File: src/rtl/recog_pkg.sv
// Shared types and constants for the digit recognition frame sequencer.
package recog_pkg;

  localparam int unsigned RamAw = 11;
  localparam int unsigned RamDw = 11;

  localparam logic [1:0] FRAME_PROJ  = 2'd0;
  localparam logic [1:0] FRAME_LOCK  = 2'd1;
  localparam logic [1:0] FRAME_RECOG = 2'd2;
  localparam logic [1:0] FRAME_HOLD  = 2'd3;

  typedef enum logic [2:0] {
    StIdle,
    StProject,
    StArm,
    StLock,
    StRecog,
    StPresent
  } state_e;

  function automatic logic [1:0] frame_of(state_e st);
    logic [1:0] fc;
    fc = FRAME_PROJ;
    case (st)
      StLock:    fc = FRAME_LOCK;
      StRecog:   fc = FRAME_RECOG;
      StPresent: fc = FRAME_HOLD;
      default:   fc = FRAME_PROJ;
    endcase
    return fc;
  endfunction

  // Borders are considered locked only while the recognizer frames run.
  function automatic logic flag_of(state_e st);
    return (st == StLock) || (st == StRecog);
  endfunction

endpackage

File: src/rtl/border_ram_arb.sv
// Combinational arbiter for the single border-RAM port: projection writes vs recognizer reads.
module border_ram_arb
  import recog_pkg::*;
(
  input  logic             rst_i,
  input  logic             proj_phase_i,
  input  logic             flag_i,
  input  logic             proj_wr_req_i,
  input  logic [RamAw-1:0] proj_wr_addr_i,
  input  logic [RamDw-1:0] proj_wr_data_i,
  input  logic             rec_rd_req_i,
  input  logic [RamAw-1:0] rec_rd_addr_i,
  output logic             proj_wr_gnt_o,
  output logic             rec_rd_gnt_o,
  output logic             ram_we_o,
  output logic [RamAw-1:0] ram_addr_o,
  output logic [RamDw-1:0] ram_wdata_o
);

  logic wr_gnt;
  logic rd_gnt;

  // Reset masks the grants so a write in flight when rst rises never lands.
  assign wr_gnt = proj_wr_req_i & proj_phase_i & ~flag_i & ~rst_i;
  assign rd_gnt = rec_rd_req_i & flag_i & ~rst_i;

  always_comb begin
    proj_wr_gnt_o = wr_gnt;
    rec_rd_gnt_o  = rd_gnt;
    ram_we_o      = wr_gnt;
    ram_addr_o    = '0;
    ram_wdata_o   = '0;
    if (wr_gnt) begin
      ram_addr_o  = proj_wr_addr_i;
      ram_wdata_o = proj_wr_data_i;
    end else if (rd_gnt) begin
      ram_addr_o  = rec_rd_addr_i;
    end
  end

endmodule

File: src/rtl/recog_frame_ctrl.sv
// Frame sequencer: projection -> border lock -> recognition -> result handoff, with RAM arbitration.
module recog_frame_ctrl
  import recog_pkg::*;
#(
  parameter int unsigned NUM_ROW   = 1,
  parameter int unsigned NUM_COL   = 4,
  parameter int unsigned DIGIT_W   = NUM_ROW * NUM_COL * 4,
  parameter int unsigned MAX_RETRY = 7
) (
  input  logic               clk_i,
  input  logic               rst_i,
  input  logic               en_i,
  input  logic               frame_start_i,
  input  logic               frame_end_i,
  input  logic [3:0]         proj_num_row_i,
  input  logic [3:0]         proj_num_col_i,
  input  logic               proj_wr_req_i,
  input  logic [RamAw-1:0]   proj_wr_addr_i,
  input  logic [RamDw-1:0]   proj_wr_data_i,
  input  logic               rec_rd_req_i,
  input  logic [RamAw-1:0]   rec_rd_addr_i,
  output logic               proj_wr_gnt_o,
  output logic               rec_rd_gnt_o,
  output logic               ram_we_o,
  output logic [RamAw-1:0]   ram_addr_o,
  output logic [RamDw-1:0]   ram_wdata_o,
  output logic [1:0]         frame_cnt_o,
  output logic               project_done_flag_o,
  output logic [3:0]         num_row_o,
  output logic [3:0]         num_col_o,
  input  logic [DIGIT_W-1:0] digit_in_i,
  output logic [DIGIT_W-1:0] result_o,
  output logic               result_valid_o,
  input  logic               result_ready_i,
  output logic               err_o
);

  localparam int unsigned RetryW = $clog2(MAX_RETRY + 1);
  localparam logic [RetryW-1:0] RetryMax = RetryW'(MAX_RETRY);
  localparam logic [3:0] MaxRow = 4'(NUM_ROW);
  localparam logic [3:0] MaxCol = 4'(NUM_COL);

  state_e              state_q, state_d;
  logic                pend_q, pend_d;
  logic [1:0]          frame_cnt_q, frame_cnt_d;
  logic                flag_q, flag_d;
  logic [3:0]          num_row_q, num_row_d;
  logic [3:0]          num_col_q, num_col_d;
  logic [DIGIT_W-1:0]  result_q, result_d;
  logic                valid_q, valid_d;
  logic                err_q, err_d;
  logic [RetryW-1:0]   retry_q, retry_d;

  logic start_eff;
  logic counts_ok;

  // A start coinciding with an end is deferred one cycle so the end action wins.
  assign start_eff = (frame_start_i | pend_q) & ~frame_end_i;
  assign counts_ok = (proj_num_row_i != 4'd0) && (proj_num_col_i != 4'd0) &&
                     (proj_num_row_i <= MaxRow) && (proj_num_col_i <= MaxCol);

  always_comb begin
    state_d   = state_q;
    pend_d    = frame_end_i & (frame_start_i | pend_q);
    num_row_d = num_row_q;
    num_col_d = num_col_q;
    result_d  = result_q;
    valid_d   = valid_q;
    err_d     = err_q;
    retry_d   = retry_q;

    if (valid_q && result_ready_i) begin
      valid_d = 1'b0;
    end

    case (state_q)
      StIdle: begin
        if (start_eff && en_i) begin
          state_d = StProject;
        end
      end
      StProject: begin
        if (frame_end_i) begin
          if (counts_ok) begin
            num_row_d = proj_num_row_i;
            num_col_d = proj_num_col_i;
            retry_d   = '0;
            state_d   = StArm;
          end else begin
            if (retry_q != RetryMax) begin
              retry_d = retry_q + RetryW'(1);
            end
            if (retry_d == RetryMax) begin
              err_d = 1'b1;
            end
          end
        end else if (start_eff && !en_i) begin
          state_d = StIdle;
        end
      end
      StArm: begin
        if (start_eff) begin
          state_d = en_i ? StLock : StIdle;
        end
      end
      StLock: begin
        if (start_eff) begin
          state_d = en_i ? StRecog : StIdle;
        end
      end
      StRecog: begin
        if (frame_end_i) begin
          result_d = digit_in_i;
          valid_d  = 1'b1;
          state_d  = StPresent;
        end else if (start_eff && !en_i) begin
          state_d = StIdle;
        end
      end
      StPresent: begin
        // Starts seen while the result is still pending are consumed, skipping that frame.
        if (start_eff && !valid_q) begin
          state_d = en_i ? StProject : StIdle;
        end
      end
      default: state_d = StIdle;
    endcase

    frame_cnt_d = frame_of(state_d);
    flag_d      = flag_of(state_d);
  end

  always_ff @(posedge clk_i) begin
    if (rst_i) begin
      state_q     <= StIdle;
      pend_q      <= 1'b0;
      frame_cnt_q <= FRAME_PROJ;
      flag_q      <= 1'b0;
      num_row_q   <= '0;
      num_col_q   <= '0;
      result_q    <= '0;
      valid_q     <= 1'b0;
      err_q       <= 1'b0;
      retry_q     <= '0;
    end else begin
      state_q     <= state_d;
      pend_q      <= pend_d;
      frame_cnt_q <= frame_cnt_d;
      flag_q      <= flag_d;
      num_row_q   <= num_row_d;
      num_col_q   <= num_col_d;
      result_q    <= result_d;
      valid_q     <= valid_d;
      err_q       <= err_d;
      retry_q     <= retry_d;
    end
  end

  border_ram_arb u_arb (
    .rst_i          (rst_i),
    .proj_phase_i   (state_q == StProject),
    .flag_i         (flag_q),
    .proj_wr_req_i  (proj_wr_req_i),
    .proj_wr_addr_i (proj_wr_addr_i),
    .proj_wr_data_i (proj_wr_data_i),
    .rec_rd_req_i   (rec_rd_req_i),
    .rec_rd_addr_i  (rec_rd_addr_i),
    .proj_wr_gnt_o  (proj_wr_gnt_o),
    .rec_rd_gnt_o   (rec_rd_gnt_o),
    .ram_we_o       (ram_we_o),
    .ram_addr_o     (ram_addr_o),
    .ram_wdata_o    (ram_wdata_o)
  );

  assign frame_cnt_o         = frame_cnt_q;
  assign project_done_flag_o = flag_q;
  assign num_row_o           = num_row_q;
  assign num_col_o           = num_col_q;
  assign result_o            = result_q;
  assign result_valid_o      = valid_q;
  assign err_o               = err_q;

endmodule

File: config.mk
export PLATFORM = sky130hd
export DESIGN_NAME = recog_frame_ctrl
export DESIGN_NICKNAME = d
export VERILOG_FILES = /design/src/rtl/recog_pkg.sv /design/src/rtl/border_ram_arb.sv /design/src/rtl/recog_frame_ctrl.sv
export SDC_FILE = /design/constraint.sdc
export NUM_CORES = 1
export LEC_CHECK = 0
export BUFFER_PORTS_ARGS = -buffer_cell sky130_fd_sc_hd__buf_2
export CORE_UTILIZATION = 44
export CTS_BUF_LIST = sky130_fd_sc_hd__clkbuf_4 sky130_fd_sc_hd__clkbuf_8
export DETAILED_ROUTE_END_ITERATION = 8
export HOLD_SLACK_MARGIN = 0.1
export MAX_ROUTING_LAYER = met4
export PLACE_DENSITY = 0.87
export SYNTH_ARGS = -nofsm -noshare
export SYNTH_HDL_FRONTEND = slang
export SYNTH_SLANG_ARGS = --single-unit
File: constraint.sdc
create_clock -name clk_i -period 3.04 [get_ports clk_i]
set_input_delay 0.304 -clock clk_i [delete_from_list [all_inputs] [get_ports clk_i]]
set_output_delay 0.304 -clock clk_i [all_outputs]
set_load 0.1 [all_outputs]
# Word-level counts from Yosys, hierarchy flattened
# Cells that the tools add are included.
# word_totals
output_inout_bits	54
reg_bits	36
# op_classes
addsub	1
bitwise_logic	12
mux	24
eq_ne	10
reduce_logical	17
order_cmp	2
# ops
operator	n
$mux 3	14
$mux 11	3
$pmux 3 s6	1
$eq 3x3->1 const B	5
$eq 3x2->1 const B	3
$reduce_bool 4->1	2
$and 1x1->1	7
$logic_and 1x1->1	7
$pmux 2 s3	1
$le 4x1->1 const B	1
$le 4x3->1 const B	1
$mux 1	4
$not 1->1	4
$reduce_and 2->1	2
$reduce_and 4->1	1
$add 3x1->3 const B	1
$eq 3x1->1 const B	1
$logic_not 3->1	1
$ne 3x3->1 const B	1
$reduce_and 3->1	1
$logic_not 1->1	2
$mux 2	1
$logic_or 1x1->1	1
$or 1x1->1	1

# Depth between registers and ports, before layout
# Gate-level depths: netlist (run 1).
# depth
ltp_word	9
ltp_mapped	7
mapped_depth_nobuf	5

# Modules after synthesis
# From an unflattened synthesis (run 1), not the netlist that was laid out.
# unflattened
hier_cells	180
hier_area_um2	1615.3
# by_module_without_submodules
module	cells_per_inst	area_each_um2	n_inst
recog_frame_ctrl	152	1390.1	1
border_ram_arb	28	225.2	1

# Worst setup path before layout (run 1)
# Ideal clock, no wire load.
# synth_path
path_type	reg2out
start	register flag_q (netlist: project_done_flag_o)
end	output port ram_addr_o[1]
stages_incl_launch_ff	4
t_arrival_ns	3.183
slack_ns	-0.447
n_path_buf	1
path_cell_list	dfxtp_1 > and3b_1 > clkbuf_1 > a22o_1
# synth_between
elab_chain_cells	4
# synth_rtl
item	line_no	rtl
start, declared	recog_frame_ctrl.sv:46	logic flag_q, flag_d;
start signal, assigned	recog_frame_ctrl.sv:149	flag_q <= flag_d;
$and 1x1->1 (2 in a row)	border_ram_arb.sv:25	assign rd_gnt = rec_rd_req_i & flag_i & ~rst_i;
net rec_rd_gnt_o	recog_frame_ctrl.sv:23	output logic rec_rd_gnt_o,
$mux 11	border_ram_arb.sv:36	end else if (rd_gnt) begin
$mux 11	border_ram_arb.sv:33	if (wr_gnt) begin
end, declared	recog_frame_ctrl.sv:25	output logic [RamAw-1:0] ram_addr_o,
# The timed path passes the listed nets, and every way through them passes these cells.

# Final worst setup path (run 1)
# layout_path
start	register state_q[0]
end	output port ram_addr_o[7]
# layout_between
elab_chain_cells	5
# layout_rtl
item	line_no	rtl
start, declared	recog_frame_ctrl.sv:43	state_e state_q, state_d;
start signal, assigned	recog_frame_ctrl.sv:135	state_q <= StIdle;
start signal, assigned	recog_frame_ctrl.sv:146	state_q <= state_d;
$eq 3x1->1	recog_frame_ctrl.sv:161	.proj_phase_i (state_q == StProject),
$and 1x1->1 (3 in a row)	border_ram_arb.sv:24	assign wr_gnt = proj_wr_req_i & proj_phase_i & ~flag_i & ~rst_i;
$mux 11	border_ram_arb.sv:33	
# Every way passes these cells.

==> results of run 1 <==
## critical path, stage by stage (launching register included)
cell and delay [ns]:
dfxtp_1 0.50, nor3b_1 0.26, and3_1 0.62, a22o_1 0.25, buf_2 0.42
## per-layer routing
layer  vias up  GRT usage
met5         -          -
met4         0     0.0756
met3         8     0.0680
met2        61      0.357
met1       740      0.240
li1        861          -
## flip-flops by register name (all words and copies together) (netlist names)
signal               cells
result_o                16
num_col_o                4
num_row_o                4
retry_q                  3
state_q                  3
frame_cnt_o              2
err_o                    1
pend_q                   1
project_done_flag_o      1
result_valid_o           1
## worst paths after layout
path / startpoint / endpoint / slack, ns / depth (start not counted)
worst max-delay path: state_q[0] / ram_addr_o[7] / 0.34 / 4
worst min-delay path: digit_in_i[4] / result_o[4] / 0.19 / 3
worst max register to register: state_q[2] / result_o[10] / 1.36 / 4
worst min register to register: result_o[7] / result_o[7] / 0.46 / 2
## area by class of cell
class                      count  area [sq um]  share of cell area
clock buffer                   7          65.1              0.0286
sequential                    36           721               0.317
clock inverter                 1          30.0              0.0132
timing repair buffer         118           591               0.260
inverter                       2          7.51             0.00330
tap                           46          57.6              0.0253
multi-input combinational    136           803               0.353
## metrics by stage
step	area, sq um	utilization	hold WS [ns]	setup WS (ns)	instances
2_1_floorplan	1600	-	0.385	0.0920	187
3_3_place_gp	2180	0.638	0.438	0.759	338
3_5_place_dp	2180	0.638	0.441	0.726	338
4_1_cts	2270	0.666	0.190	0.352	346
5_1_grt	2270	0.666	0.179	0.177	346
6_report	2270	0.666	0.191	0.337	346
## cell usage after synthesis, types with 2 or more instances
cell type  number
a21oi_1        20
nor2_1         17
mux2i_1         3
inv_1           2
and2_1         15
o21bai_1        2
dfxtp_1        36
a22o_1         11
nor3b_1         2
o32ai_1         2
clkbuf_1        5
buf_2           6
nand2b_1        4
nand2_1        35
## logic make-up (layout without fill, tap and decap cells)
logic type | count (synthesis) | after routing
AO/OA/AOI/OAI | 46 | 46
XOR/XNOR | 1 | 1
adder cells (fa/ha/maj) | 1 | 1
buffers and inverters | 15 | 128
flip-flops | 36 | 36
multiplexers | 4 | 4
AND/OR/NAND/NOR | 84 | 84
## power groups by stage
stage	Combinational (W)	Clock (W)	Sequential, W
after floorplan	0.0000807	0	0.000487
after global placement	0.000127	0	0.000489
after detailed placement	0.000128	0	0.000489
after CTS	0.000129	0.000374	0.000478
after global routing	0.000137	0.000398	0.000479
final	0.000128	0.000372	0.000479
==> results_dict.tcl, run 1 <==
set metrics [dict create \
    grt_max_degree 33 \
    hold_buffers 0 \
    synth.top_cell.area_share 0.451 \
    yosysSeqAreaShare 0.451 \
    yosys.area.top_type "dfxtp_1" \
    num-fill-cells 289 \
    firstDrtPassIters 5 \
    grt_pass1_vias 1468 \
    via_per_inst 4.83 \
    critPathRequiredTime_ns 2.74 \
    yosys.area_share.simple 0.259 \
    cts_setup_buffers 0 \
    syn2layout_area_growth_pct 42.3 \
    numCtsBuffers 5 \
    avgSynthCellArea_sq_um 8.55 \
    htree_levels 2 \
    portBuffers 118 \
    rsz0062_at_grt "no" \
    tightest_slew_ns 0.917 \
    post_cts_resized 0 \
    insertion_delay_ns 0.34 \
    final_cell_mix "118 x buf_2, 36 x dfxtp_1, 35 x nand2_1" \
    die_area_sq_um 3880 \
    hold_violations 0 \
    synth_compound_area_frac 0.204 \
    start_util 0.468 \
    synth_xor_area_frac 0.00548 \
    min_period_ns 2.70 \
    rows 21 \
    yosys_most_used_dff "dfxtp_1" \
    synth_edf_count 0 \
    fin_crit_sh 0.889 \
    ir_drop_v 0.000298 \
    ant_nets 0 \
    drv_cap 0 \
    top_layer "met4" \
    power_frac_seq 0.489 \
    fin_nets 365 \
    route.met2.wl_mm 1.86 \
    yosys_warnings 0 \
    path_max_fanout 24 \
    remaining_drc_errors 0 \
    power_switching_w 0.000237 \
    via_count 1670 \
    fmax_ghz 0.370 \
    synth_top_family_by_area "simple AND/OR/NAND/NOR gates" \
    ioPinCount 119 \
    synthCells 187 \
    grt_usage 0.214 \
    fin_worst_skew_ns 0.0104 \
    cts_root_buf "clkbuf_4" \
    cts_tree "done" \
    end_kind "primary output" \
    synth.cell_area_sq_um 1600 \
    max-slew-margin-rel 0.385 \
    m1WireLength_mm 1.74 \
    setup_viol 0 \
    pwr-share-comb 0.131 \
    synth_area_leaders "dfxtp_1 45%, nand2_1 8.2%, a21oi_1 6.3%, a22o_1 6.0%, and2_1 5.9%" \
    synth_fa_ha_area_frac 0.00782 \
    grt_pass1_wl_mm 6.46 \
    cts_sinks 36 \
    swShare 0.243 \
    cp.arrival_ns 2.40 \
    p_per_area_nw_per_um2 430 \
    clkSlewWorstSetupHoldPaths_ns 0.10 \
    internal-power_w 0.000741 \
    synthArstFlopShare 0 \
    synth_nets 253 \
    diodes 0 \
    gr-total-overflow 0 \
    wire_per_inst_um 11.3 \
    hp-class "in2reg" \
    gp_congestion 0.810 \
    synthMuxAreaShare 0.0258 \
    crit_type "reg2out" \
    fp.dieW_um 62.3 \
    setup_tns_ns 0 \
    core_area_sq_um 3420 \
    power_w 0.000979 \
    dieHeight_um 62.3 \
    status "finished, final reports clean" \
    antenna_found_initial 0 \
    dp_hpwl_mm 3.01 \
    layout_commonest_cell "buf_2" \
    ys_seq_elements 36 \
    drt_iter0_markers 55 \
    yosysUniqueCellTypes 41 \
    final_layout_size_suffix_gt1_frac 0.437 \
    cts_buffer_depth 2 \
    maxSlewViolCount 0 \
    clkPwrFrac 0.380 \
    leakagePower_nw 1.16 \
    crit_path_start_kind "flop" \
    routed_wl_mm 3.89 \
    wl_met3_um 224 \
]
Note: power is estimated with default switching activity, not from simulation.
==> run 2: changes to the inputs <==
PLACE_DENSITY = 0.95   (was 0.87)
SETUP_SLACK_MARGIN = 0.15   (was unset)
==> results_dict.tcl, run 2 (synthesis gave the netlist of run 1 again) <==
set metrics [dict create \
    critPathRequiredTime_ns 2.74 \
    cp.arrival_ns 2.16 \
    min_period_ns 2.47 \
    syn2layout_area_growth_pct 41.2 \
    setup_viol 0 \
    grt_pass1_wl_mm 7.04 \
    drt_iter0_markers 70 \
    rows 21 \
    die_area_sq_um 3880 \
    r2r_slack_ns 1.30 \
    leakagePower_nw 1.15 \
    crit_type "reg2out" \
    routed_wl_mm 4.25 \
    rsz0062_at_grt "no" \
    numCtsBuffers 5 \
    dieHeight_um 62.3 \
    tightest_slew_ns 0.957 \
    remaining_drc_errors 0 \
    ioPinCount 119 \
    ant_nets 0 \
    post_cts_resized 0 \
    max-slew-margin-rel 0.358 \
    setup_tns_ns 0 \
    setup_ws_ns 0.574 \
    status "finished, final reports clean" \
    path_max_fanout 24 \
    cts_root_buf "clkbuf_4" \
    gr-total-overflow 0 \
    dp_hpwl_mm 3.27 \
    slowest_delay_ns 0.50 \
    clkSlewWorstSetupHoldPaths_ns 0.10 \
    path_buf_inv 1 \
    core_area_sq_um 3420 \
    antenna_found_initial 0 \
    p_per_area_nw_per_um2 393 \
    insertion_delay_ns 0.32 \
    fp.dieW_um 62.3 \
    gp_congestion 0.784 \
    fmax_ghz 0.406 \
    num-fill-cells 290 \
    final_layout_size_suffix_gt1_frac 0.468 \
    crit_path_start_kind "flop" \
    maxSlewViolCount 0 \
    final_core_util 0.661 \
    ir_drop_v 0.000248 \
    via_per_inst 4.98 \
    crit_family "simple AND/OR/NAND/NOR gates" \
    hold_violations 0 \
    cts_buffer_depth 2 \
    portBuffers 118 \
    hp-class "in2reg" \
    final_cell_mix "118 x buf_2, 36 x dfxtp_1, 35 x nand2_1" \
    hold_buffers 0 \
    htree_levels 2 \
    cts_tree "done" \
    crit_chain "nor3b_1 > and3_2 > a22o_2 > buf_2" \
    wire_per_inst_um 12.3 \
    crit_slowest_cell "dfxtp_1" \
    place_ws_ns 0.683 \
    fin_crit_sh 0.811 \
    fin_nets 365 \
    end_kind "primary output" \
    grt_usage 0.235 \
    fin_worst_skew_ns 0.00458 \
    firstDrtPassIters 4 \
    cts_sinks 36 \
    diodes 0 \
    grt_pass1_vias 1573 \
    largest_reg_flops 16 \
    cts_setup_buffers 0 \
    grt_max_degree 33 \
    drv_cap 0 \
    via_count 1717 \
    layout_commonest_cell "buf_2" \
    start_util 0.468 \
    whs_ns 0.205 \
    power_w 0.000887 \
]
-- run 2: cell type report --
class	count	area (sq um)	area share
Inverter	2	7.51	0.00333
Sequential cell	36	721	0.319
Timing Repair Buffer	118	591	0.262
Tap cell	46	57.6	0.0255
Multi-Input combinational cell	136	816	0.361
Clock buffer	7	65.1	0.0288
-- run 2: report_power, final --
| part | leakage (nW) | switching, W | internal (W) | total (W) |
|---|---|---|---|---|
| sequential | 0.290 | 0.00000386 | 0.000474 | 0.000478 |
| combinational | 0.819 | 0.0000808 | 0.0000491 | 0.000130 |
| clock | 0.0374 | 0.000148 | 0.000131 | 0.000279 |
| total | 1.15 | 0.000233 | 0.000655 | 0.000887 |
-- run 2: path summary, 6_finish.rpt --
kind | from | endpoint | cells after the start
setup reg to reg | state_q[1] | result_o[2] | 4
setup / recovery | state_q[0] | ram_addr_o[9] | 4
hold / removal | digit_in_i[8] | result_o[8] | 3
hold reg to reg | result_o[0] | result_o[0] | 2
-- run 2: per-layer routing --
layer | global-route usage | part of all wire | up-vias
met4 | 0.0959 | 0.024 | 0
met5 | - | 0 | -
met1 | 0.262 | 0.40 | 763
li1 | - | - | 865
met2 | 0.400 | 0.52 | 79
met3 | 0.0607 | 0.062 | 10
-- run 2: stage by stage --
step	area, sq um	instances
6_report	2260	345
5_1_grt	2260	345
4_1_cts	2260	345
3_5_place_dp	2190	338
3_3_place_gp	2190	338
2_1_floorplan	1610	187
-- run 2: tightest hold or removal path: stages --
cell     delay [ns]
buf_2          0.09
nand2_1        0.04
a21oi_1        0.05
